`src/rtl/uart_rx_byte.sv`:
```
// uart_rx_byte: oversampling UART receiver producing one byte per frame.
// Default build receives 8N1 frames. Define UART_RX_PARITY_EN to receive
// 8E1 frames; a parity mismatch then pulses parity_err instead of valid.
// All outputs are registered. An input line held low after a bad stop bit
// parks the FSM in BREAK so it cannot retrigger a new frame.
module uart_rx_byte #(
    parameter int N            = 8,
    parameter int CLKS_PER_BIT = 868
) (
    input  logic         clk,
    input  logic         rst_n,
    input  logic         rx,
    output logic [N-1:0] data,
    output logic         busy,
    output logic         valid,
    output logic         frame_err,
    output logic         parity_err
);

    localparam int CW = $clog2(CLKS_PER_BIT);
    localparam int IW = $clog2(N + 1);

    localparam logic [CW-1:0] CNT_ZERO      = {CW{1'b0}};
    localparam logic [CW-1:0] CNT_ONE       = CW'(1);
    localparam logic [CW-1:0] CNT_BIT_LAST  = CW'(CLKS_PER_BIT - 1);
    localparam logic [CW-1:0] CNT_HALF_LAST = CW'(CLKS_PER_BIT / 2 - 1);
    localparam logic [IW-1:0] IDX_ZERO      = {IW{1'b0}};
    localparam logic [IW-1:0] IDX_ONE       = IW'(1);
    localparam logic [IW-1:0] IDX_LAST      = IW'(N - 1);

    typedef enum logic [2:0] {
        ST_IDLE   = 3'd0,
        ST_START  = 3'd1,
        ST_DATA   = 3'd2,
        ST_STOP   = 3'd3,
        ST_BREAK  = 3'd4
`ifdef UART_RX_PARITY_EN
        ,
        ST_PARITY = 3'd5
`endif
    } state_t;

    // Even parity of a data word: 1 when the word holds an odd number of ones.
    function automatic logic even_parity(input logic [N-1:0] bits);
        return ^bits;
    endfunction

    logic [1:0]    rx_sync_r;
    logic          rx_s;
    state_t        state_r,     state_nxt;
    logic [CW-1:0] cnt_r,       cnt_nxt;
    logic [IW-1:0] idx_r,       idx_nxt;
    logic [N-1:0]  shift_r,     shift_nxt;
    logic [N-1:0]  data_r,      data_nxt;
    logic          busy_r,      busy_nxt;
    logic          valid_r,     valid_nxt;
    logic          frame_err_r, frame_err_nxt;
`ifdef UART_RX_PARITY_EN
    logic          par_bad_r,    par_bad_nxt;
    logic          parity_err_r, parity_err_nxt;
`endif

    assign rx_s = rx_sync_r[1];

    // Two-flop synchronizer for the asynchronous serial line (idles high).
    always_ff @(posedge clk or negedge rst_n) begin
        if (!rst_n) begin
            rx_sync_r <= 2'b11;
        end else begin
            rx_sync_r <= {rx_sync_r[0], rx};
        end
    end

    // Next-state, sampling and output-pulse decisions for the frame FSM.
    always_comb begin
        state_nxt     = state_r;
        cnt_nxt       = cnt_r + CNT_ONE;
        idx_nxt       = idx_r;
        shift_nxt     = shift_r;
        data_nxt      = data_r;
        valid_nxt     = 1'b0;
        frame_err_nxt = 1'b0;
`ifdef UART_RX_PARITY_EN
        par_bad_nxt    = par_bad_r;
        parity_err_nxt = 1'b0;
`endif
        case (state_r)
            ST_IDLE: begin
                cnt_nxt = CNT_ZERO;
                idx_nxt = IDX_ZERO;
`ifdef UART_RX_PARITY_EN
                par_bad_nxt = 1'b0;
`endif
                if (!rx_s) begin
                    state_nxt = ST_START;
                end else begin
                    state_nxt = ST_IDLE;
                end
            end
            ST_START: begin
                if (cnt_r == CNT_HALF_LAST) begin
                    cnt_nxt = CNT_ZERO;
                    // A line already back high at mid start bit was a glitch.
                    if (rx_s) begin
                        state_nxt = ST_IDLE;
                    end else begin
                        state_nxt = ST_DATA;
                    end
                end else begin
                    state_nxt = ST_START;
                end
            end
            ST_DATA: begin
                if (cnt_r == CNT_BIT_LAST) begin
                    cnt_nxt   = CNT_ZERO;
                    shift_nxt = {rx_s, shift_r[N-1:1]};
                    if (idx_r == IDX_LAST) begin
                        idx_nxt = IDX_ZERO;
`ifdef UART_RX_PARITY_EN
                        state_nxt = ST_PARITY;
`else
                        state_nxt = ST_STOP;
`endif
                    end else begin
                        idx_nxt = idx_r + IDX_ONE;
                    end
                end else begin
                    state_nxt = ST_DATA;
                end
            end
`ifdef UART_RX_PARITY_EN
            ST_PARITY: begin
                if (cnt_r == CNT_BIT_LAST) begin
                    cnt_nxt     = CNT_ZERO;
                    par_bad_nxt = (rx_s != even_parity(shift_r));
                    state_nxt   = ST_STOP;
                end else begin
                    state_nxt = ST_PARITY;
                end
            end
`endif
            ST_STOP: begin
                if (cnt_r == CNT_BIT_LAST) begin
                    cnt_nxt = CNT_ZERO;
                    if (rx_s) begin
                        state_nxt = ST_IDLE;
`ifdef UART_RX_PARITY_EN
                        if (par_bad_r) begin
                            parity_err_nxt = 1'b1;
                        end else begin
                            data_nxt  = shift_r;
                            valid_nxt = 1'b1;
                        end
`else
                        data_nxt  = shift_r;
                        valid_nxt = 1'b1;
`endif
                    end else begin
                        frame_err_nxt = 1'b1;
`ifdef UART_RX_PARITY_EN
                        parity_err_nxt = par_bad_r;
`endif
                        state_nxt = ST_BREAK;
                    end
                end else begin
                    state_nxt = ST_STOP;
                end
            end
            ST_BREAK: begin
                cnt_nxt = CNT_ZERO;
                if (rx_s) begin
                    state_nxt = ST_IDLE;
                end else begin
                    state_nxt = ST_BREAK;
                end
            end
            default: begin
                state_nxt = ST_IDLE;
                cnt_nxt   = CNT_ZERO;
                idx_nxt   = IDX_ZERO;
            end
        endcase
        busy_nxt = (state_nxt != ST_IDLE);
    end

    // State, datapath and registered outputs; reset discards any partial frame.
    always_ff @(posedge clk or negedge rst_n) begin
        if (!rst_n) begin
            state_r     <= ST_IDLE;
            cnt_r       <= CNT_ZERO;
            idx_r       <= IDX_ZERO;
            shift_r     <= {N{1'b0}};
            data_r      <= {N{1'b0}};
            busy_r      <= 1'b0;
            valid_r     <= 1'b0;
            frame_err_r <= 1'b0;
`ifdef UART_RX_PARITY_EN
            par_bad_r    <= 1'b0;
            parity_err_r <= 1'b0;
`endif
        end else begin
            state_r     <= state_nxt;
            cnt_r       <= cnt_nxt;
            idx_r       <= idx_nxt;
            shift_r     <= shift_nxt;
            data_r      <= data_nxt;
            busy_r      <= busy_nxt;
            valid_r     <= valid_nxt;
            frame_err_r <= frame_err_nxt;
`ifdef UART_RX_PARITY_EN
            par_bad_r    <= par_bad_nxt;
            parity_err_r <= parity_err_nxt;
`endif
        end
    end

    assign data      = data_r;
    assign busy      = busy_r;
    assign valid     = valid_r;
    assign frame_err = frame_err_r;
`ifdef UART_RX_PARITY_EN
    assign parity_err = parity_err_r;
`else
    assign parity_err = 1'b0;
`endif

endmodule

```
`config.mk`:
```
export PLATFORM = sky130hd
export DESIGN_NAME = uart_rx_byte
export DESIGN_NICKNAME = d
export VERILOG_FILES = /design/src/rtl/uart_rx_byte.sv
export SDC_FILE = /design/constraint.sdc
export NUM_CORES = 1
export LEC_CHECK = 0
export ABC_AREA = 1
export BUFFER_PORTS_ARGS = -buffer_cell sky130_fd_sc_hd__buf_4
export CORE_AREA = 2 2 75 77
export CTS_CLUSTER_DIAMETER = 200
export CTS_CLUSTER_SIZE = 8
export DETAILED_ROUTE_END_ITERATION = 6
export DIE_AREA = 0 0 77 79
export PLACE_DENSITY_LB_ADDON = 0.25
export SYNTH_ARGS = -nofsm -noshare
export SYNTH_HDL_FRONTEND = slang
export SYNTH_SLANG_ARGS = --single-unit
```
`constraint.sdc`:
```
create_clock -name clk -period 2.2 [get_ports clk]
set_input_delay 0.44 -clock clk [delete_from_list [all_inputs] [get_ports clk]]
set_output_delay 0.44 -clock clk [all_outputs]
set_load 0.005 [all_outputs]
```
==> run_results.csv, run 1 <==
group,metric,value,unit
synthesis,synthCells,199,
final_layout,area_delta_synth_final,15.06,%
cts,cts.path.max_buffers,2,
timing,max_freq,651.3,MHz
global_routing,grt_pass1_wl,5471,microns
global_routing,grtUsageTotal,11.34,%
cts,root_buffer,"clkbuf_8",
pwr,power_leakage,0.9844,nW
timing,tns,0,ns
die,dieArea,6083,sq um
drt,drtIter0Drc,109,
worst_setup_path,rr_worst_depth,8,
timing,worst_hold_slack,0.1097,ns
timing,setup_viol,0,
synthesis,synth-compound-area-share,7.950,%
drt,dr.pass1.iters,4,
final_layout,fill_cells,567,
cts,h-tree-depth,2,
timing,grt_setup_unrepaired,"no",
drt,ant_nets,0,
timing,skew,0.007281,ns
worst_setup_path,required,2.36,ns
worst_setup_path,crit_path_end_kind,"flop",
die,core,5338,sq um
global_routing,grt_pass1_vias,1243,
global_routing,grt_start_max_net_pins,39,
synthesis,synth_mux_area_share,0,%
synthesis,synth_top_family_by_area,"simple AND/OR/NAND/NOR gates",
min_path,holdCritPathClass,"in -> async",
final_layout,finalNetCount,222,
global_routing,overflow,0,
global_routing,antenna_found_initial,0,
worst_setup_path,crit_path_start_kind,"flop",
final_layout,antenna_cells,0,
final_layout,mostFrequentLayoutCells,"nand2_1 (44), dfrtp_1 (36), nor2_1 (25)",
die,die_w,77,microns
synthesis,ys_ff_latch,38,
cts,clk_pin_slew,0.07,ns
final_layout,stdcell_area,2064,sq um
cts,postCtsHoldBufs,0,
worst_setup_path,rrSetupSlack,0.66,ns
drt,wl_per_cell,10.69,microns
die,ios,15,
worst_setup_path,crit_type,"reg -> reg",
drt,viasPerCell,4.337,
placed_design,gp_congestion,0.8207,
cts,cts_tree,"yes",
timing,fin_crit_sh,69.79,%
synthesis,yosysUniqueCellTypes,25,
worst_setup_path,r2r-end,"cnt_r[0]$_DFF_PN0_",
pwr,ir_drop,0.0003221,V
die,rows,27,
synthesis,yosysWarnings,0,
die,initial_core_util,33.61,%
worst_setup_path,regToRegStartpoint,"cnt_r[0]$_DFF_PN0_",
synthesis,synth_xor_area_share,3.417,%
run_status,outcome,"finished, final reports clean",
pwr,power.density,636.8,nW/um^2
placed_design,io_buffers,13,
synthesis,synthSimpleGateAreaFrac,26.29,%
timing,hold_viol_final,0,
drt,vias,1249,
cts,cts_resized,0,
synthesis,yosys.area_share.adder,2.092,%
synthesis,seq_area_frac_synth,53.14,%
cts,clk_latency,0.28,ns
final_layout,final_common_cell,"nand2_1",
drt,totalWireLength,3080,microns
placed_design,dpl_cell_area,1952,sq um
pwr,power.total,1.315,mW
worst_setup_path,worst-path-max-fanout,9,
final_layout,layout-drive-gt1-share,21.76,%
worst_setup_path,cp.arrival,1.70,ns
cts,cts.sinks,38,
synthesis,syn_area_per_cell,9.016,sq um
drt,route.detailed.drc,0,
final_layout,fin_util,38.68,%
cts,cts_setup_buffers,0,
timing,finalWorstPathRequiredPeriod,1.535,ns
job,cap_viol_max_count,0,
die,die_h,79,microns
cts,cts_buffers,5,
synthesis,syn-num-nets,205,
timing,slew_viol_final,0,
placed_design,dp_hpwl,2178,microns
synthesis,netlist_area,1794,sq um
-- final cells by class --
cell class              instances  area [sq um]  area share, %
flip-flops and latches         38         953.4          46.18
inverters                      25         93.84          4.545
clock inverters                 1         30.03          1.455
repair buffers                 13         97.59          4.727
multi-input cells             133         716.9          34.73
well taps                      72         90.09          4.364
clock buffers                   6         82.58          4.000
-- synth_stat cells --
cell type	count	area [sq um]
dfrtp_1	36	900.9
nand2_4	3	33.78
nor3_1	3	15.01
nand3_1	14	70.07
o21ai_2	8	70.07
nand4_1	2	12.51
xnor2_1	1	8.760
inv_2	5	18.77
nor2_4	3	33.78
a21oi_1	1	5.000
or2_2	1	6.260
nor2_2	2	12.51
o21ai_0	12	60.06
o21bai_1	1	7.510
buf_6	2	22.52
inv_1	20	75.07
nand2_2	2	12.51
nor2_1	25	93.84
ha_1	3	37.54
nand2_1	44	165.2
xor2_1	6	52.55
dfstp_2	2	52.55
nor3_4	1	16.27
conb_1	1	3.750
buf_4	1	7.510
-- critical path, cell delays in order, from the launching register on --
cell     delay [ns]
dfrtp_1        0.39
ha_1           0.22
nand3_1        0.10
nor2_2         0.16
nand2_4        0.10
nand2_1        0.11
nand3_1        0.12
inv_2          0.16
nor2_1         0.06
-- per-stage QoR --
step | std cells | setup WS [ns]
final | 288 | 0.6645
after global routing | 288 | 0.4579
after CTS | 288 | 0.6328
after detailed placement | 281 | 0.6458
after global placement | 281 | 0.7051
after floorplan | 199 | 0.7764
-- flip-flops by register name, summed over array words and instances (netlist names) --
signal,flops
cnt_r,10
shift_r,8
busy,1
frame_err,1
data,8
state_r,3
valid,1
rx_sync_r,2
idx_r,4
-- where the power goes --
| group | switching [mW] | internal (mW) |
|---|---|---|
| combinational | 0.0144 | 0.00272 |
| sequential | 0.00200 | 0.702 |
| clock | 0.231 | 0.363 |
| total | 0.248 | 1.07 |
-- layer usage --
layer	share of wire (%)	wire length [microns]	track usage (%)
met2	46	1424	19.04
met3	2.6	80	3.068
met5	0	0	0
met4	1.2	37	3.750
met1	50	1537	14.25
-- kinds of logic (layout without fill, tap and decap cells) --
logic type | count (synthesis) | after routing
and+or+nand+nor | 100 | 100
AOI/OAI and AO/OA | 22 | 22
DFF | 38 | 38
other | 1 | 1
buffers and inverters | 28 | 45
xor gates and xnor gates | 7 | 7
adders and majority gates | 3 | 3
-- worst max path at each step --
stage	startpoint	to	slack (ns)	cells after the start
finish	cnt_r[0]$_DFF_PN0_	cnt_r[0]$_DFF_PN0_	0.66	8
global route	cnt_r[0]$_DFF_PN0_	idx_r[0]$_DFFE_PN0P_	0.46	7
CTS	cnt_r[0]$_DFF_PN0_	cnt_r[0]$_DFF_PN0_	0.63	8
detailed placement	cnt_r[0]$_DFF_PN0_	cnt_r[0]$_DFF_PN0_	0.65	8
global placement	state_r[0]$_DFF_PN0_	shift_r[6]$_DFFE_PN0P_	0.71	4
floorplan	cnt_r[0]$_DFF_PN0_	data[7]$_DFFE_PN0P_	0.78	9
Note: power is estimated with default switching activity, not from simulation.
==> run 2: changes to the inputs <==
clock period = 1.3 ns   (was 2.2 ns; I/O delays follow)
==> run_results.csv, run 2 (synthesized netlist as in run 1, its figures left out) <==
group,metric,value,unit
final_layout,largest_reg_flops,10,
drt,ant_nets,0,
worst_setup_path,regToRegStartpoint,"cnt_r[1]$_DFF_PN0_",
die,core,5338,sq um
placed_design,io_buffers,13,
cts,root_buffer,"clkbuf_8",
worst_setup_path,cp.arrival,1.62,ns
worst_setup_path,critPathTopFamily,"simple AND/OR/NAND/NOR gates",
final_layout,ff_latch_area,953.4,sq um
placed_design,dp_hpwl,2270,microns
final_layout,mostFrequentLayoutCells,"nand2_1 (42), dfrtp_1 (36), buf_4 (35)",
drt,wl_per_cell,10.13,microns
timing,grt_setup_unrepaired,"yes",
global_routing,overflow,0,
worst_setup_path,crit_path_end_kind,"flop",
worst_setup_path,crit_chain,"ha_2, nand3_2, nor2_4, nand2_4, buf_12, nor2_4, buf_12, nand2_1, o21ai_1",
final_layout,final_common_cell,"nand2_1",
final_layout,layout-drive-gt1-share,33.33,%
timing,slew_viol_final,0,
timing,tns,-2.730,ns
global_routing,antenna_found_initial,0,
drt,viasPerCell,4.244,
drt,drtIter0Drc,80,
final_layout,antenna_cells,0,
cts,cts_tree,"yes",
drt,vias,1337,
min_path,holdCritPathClass,"in -> reg",
global_routing,grt_start_max_net_pins,39,
global_routing,grt_pass1_vias,1316,
placed_design,gp_congestion,0.8070,
die,die_w,77,microns
worst_setup_path,critPathMaxStageDelay,0.36,ns
timing,setup_viol,32,
die,die_h,79,microns
timing,max_freq,707.9,MHz
worst_setup_path,crit_start,"cnt_r[1]$_DFF_PN0_",
final_layout,finalNetCount,248,
min_path,hp-start,"rx",
global_routing,grtUsageTotal,11.89,%
final_layout,multi_input_area,765.7,sq um
drt,route.detailed.drc,0,
final_layout,top_register,"cnt_r",
die,rows,27,
timing,finalWorstPathRequiredPeriod,1.413,ns
drt,dr.pass1.iters,4,
pwr,power_leakage,1.125,nW
run_status,failed_checks,"setup timing",
final_layout,fill_cells,532,
timing,skew,0.009205,ns
final_layout,area_delta_synth_final,31.87,%
worst_setup_path,required,1.51,ns
worst_setup_path,critPathSlowestCell,"dfrtp_1",
worst_setup_path,crit_type,"reg -> reg",
run_status,outcome,"finished with violations",
cts,clk_latency,0.29,ns
worst_setup_path,worst-path-max-fanout,16,
die,initial_core_util,33.61,%
worst_setup_path,critPathBufInv,2,
placed_design,dp_slack,-0.1475,ns
timing,setup_ws,-0.1127,ns
pwr,ir_drop,0.0006392,V
cts,h-tree-depth,2,
worst_setup_path,crit_path_start_kind,"flop",
global_routing,grt_pass1_wl,5706,microns
timing,fin_crit_sh,108.7,%
job,cap_viol_max_count,0,
cts,cts.path.max_buffers,2,
drt,totalWireLength,3191,microns
pwr,power.density,1040,nW/um^2
die,ios,15,
timing,hold_viol_final,0,
cts,clk_pin_slew,0.07,ns
cts,cts.sinks,38,
cts,cts_buffers,5,
die,dieArea,6083,sq um
-- run 2: what timing repair did --
item                                    in CTS  in global routing
hold buffers                                 1                  0
endpoints found under the hold margin       36                  0
cloned                                       1                  0
endpoints found under the setup margin      32                 34
pin swaps                                    1                  2
setup buffers                                2                  0
gates resized for setup                      8                  1
-- run 2: stage by stage --
stage                     util, %  cell area (sq um)  hold slack (ns)  std cells  power [mW]
after CTS                   44.28               2364          0.07064        315       2.494
final                       44.33               2366          0.08002        315       2.461
after floorplan                 -               1813         -0.03559        199       1.217
after global placement      40.41               2157           0.2691        303       1.248
after global routing        44.33               2366          0.06395        315       2.548
after detailed placement    40.41               2157           0.2660        303       1.248
-- run 2: path summary, 6_finish.rpt --
check / cells after the start / slack, ns / end
worst max-delay path: 9 / -0.11 / shift_r[7]$_DFFE_PN0P_
worst min-delay path: 1 / 0.08 / rx_sync_r[0]$_DFF_PN1_
worst max register to register: 9 / -0.11 / shift_r[7]$_DFFE_PN0P_
worst min register to register: 0 / 0.36 / rx_sync_r[1]$_DFF_PN1_
max in group asynchronous: 2 / 0.46 / rx_sync_r[1]$_DFF_PN1_
min in group asynchronous: 2 / 0.48 / idx_r[3]$_DFFE_PN0P_
-- run 2: final cells by class --
type,count,area share (%)
Clock buffer,6,3.490
Clock inverter,2,2.538
Inverter,25,3.966
Multi-Input combinational cell,133,32.36
Sequential cell,38,40.30
Tap cell,72,3.808
Timing Repair Buffer,38,13.22
Timing Repair inverter,1,0.3173
-- run 2: routing by layer --
layer	global-route usage [%]	vias to the layer above	wire [microns]
li1	-	710	-
met1	15.17	604	1606
met2	18.68	18	1405
met3	3.750	5	128
met4	5.179	0	51
met5	0	-	0
-- run 2: worst reg2reg max path, cell delays in order, from the launching register on --
cell and delay (ns):
dfrtp_1 0.36, ha_2 0.19, nand3_2 0.09, nor2_4 0.12
nand2_4 0.08, buf_12 0.13, nor2_4 0.09, buf_12 0.14
nand2_1 0.05, o21ai_1 0.07
-- run 2: power breakdown --
part           switching (mW)  internal, mW  leakage, nW
sequential            0.00228          1.19        0.504
combinational          0.0280       0.00889        0.549
clock                   0.416         0.819       0.0714
total                   0.446          2.01         1.12
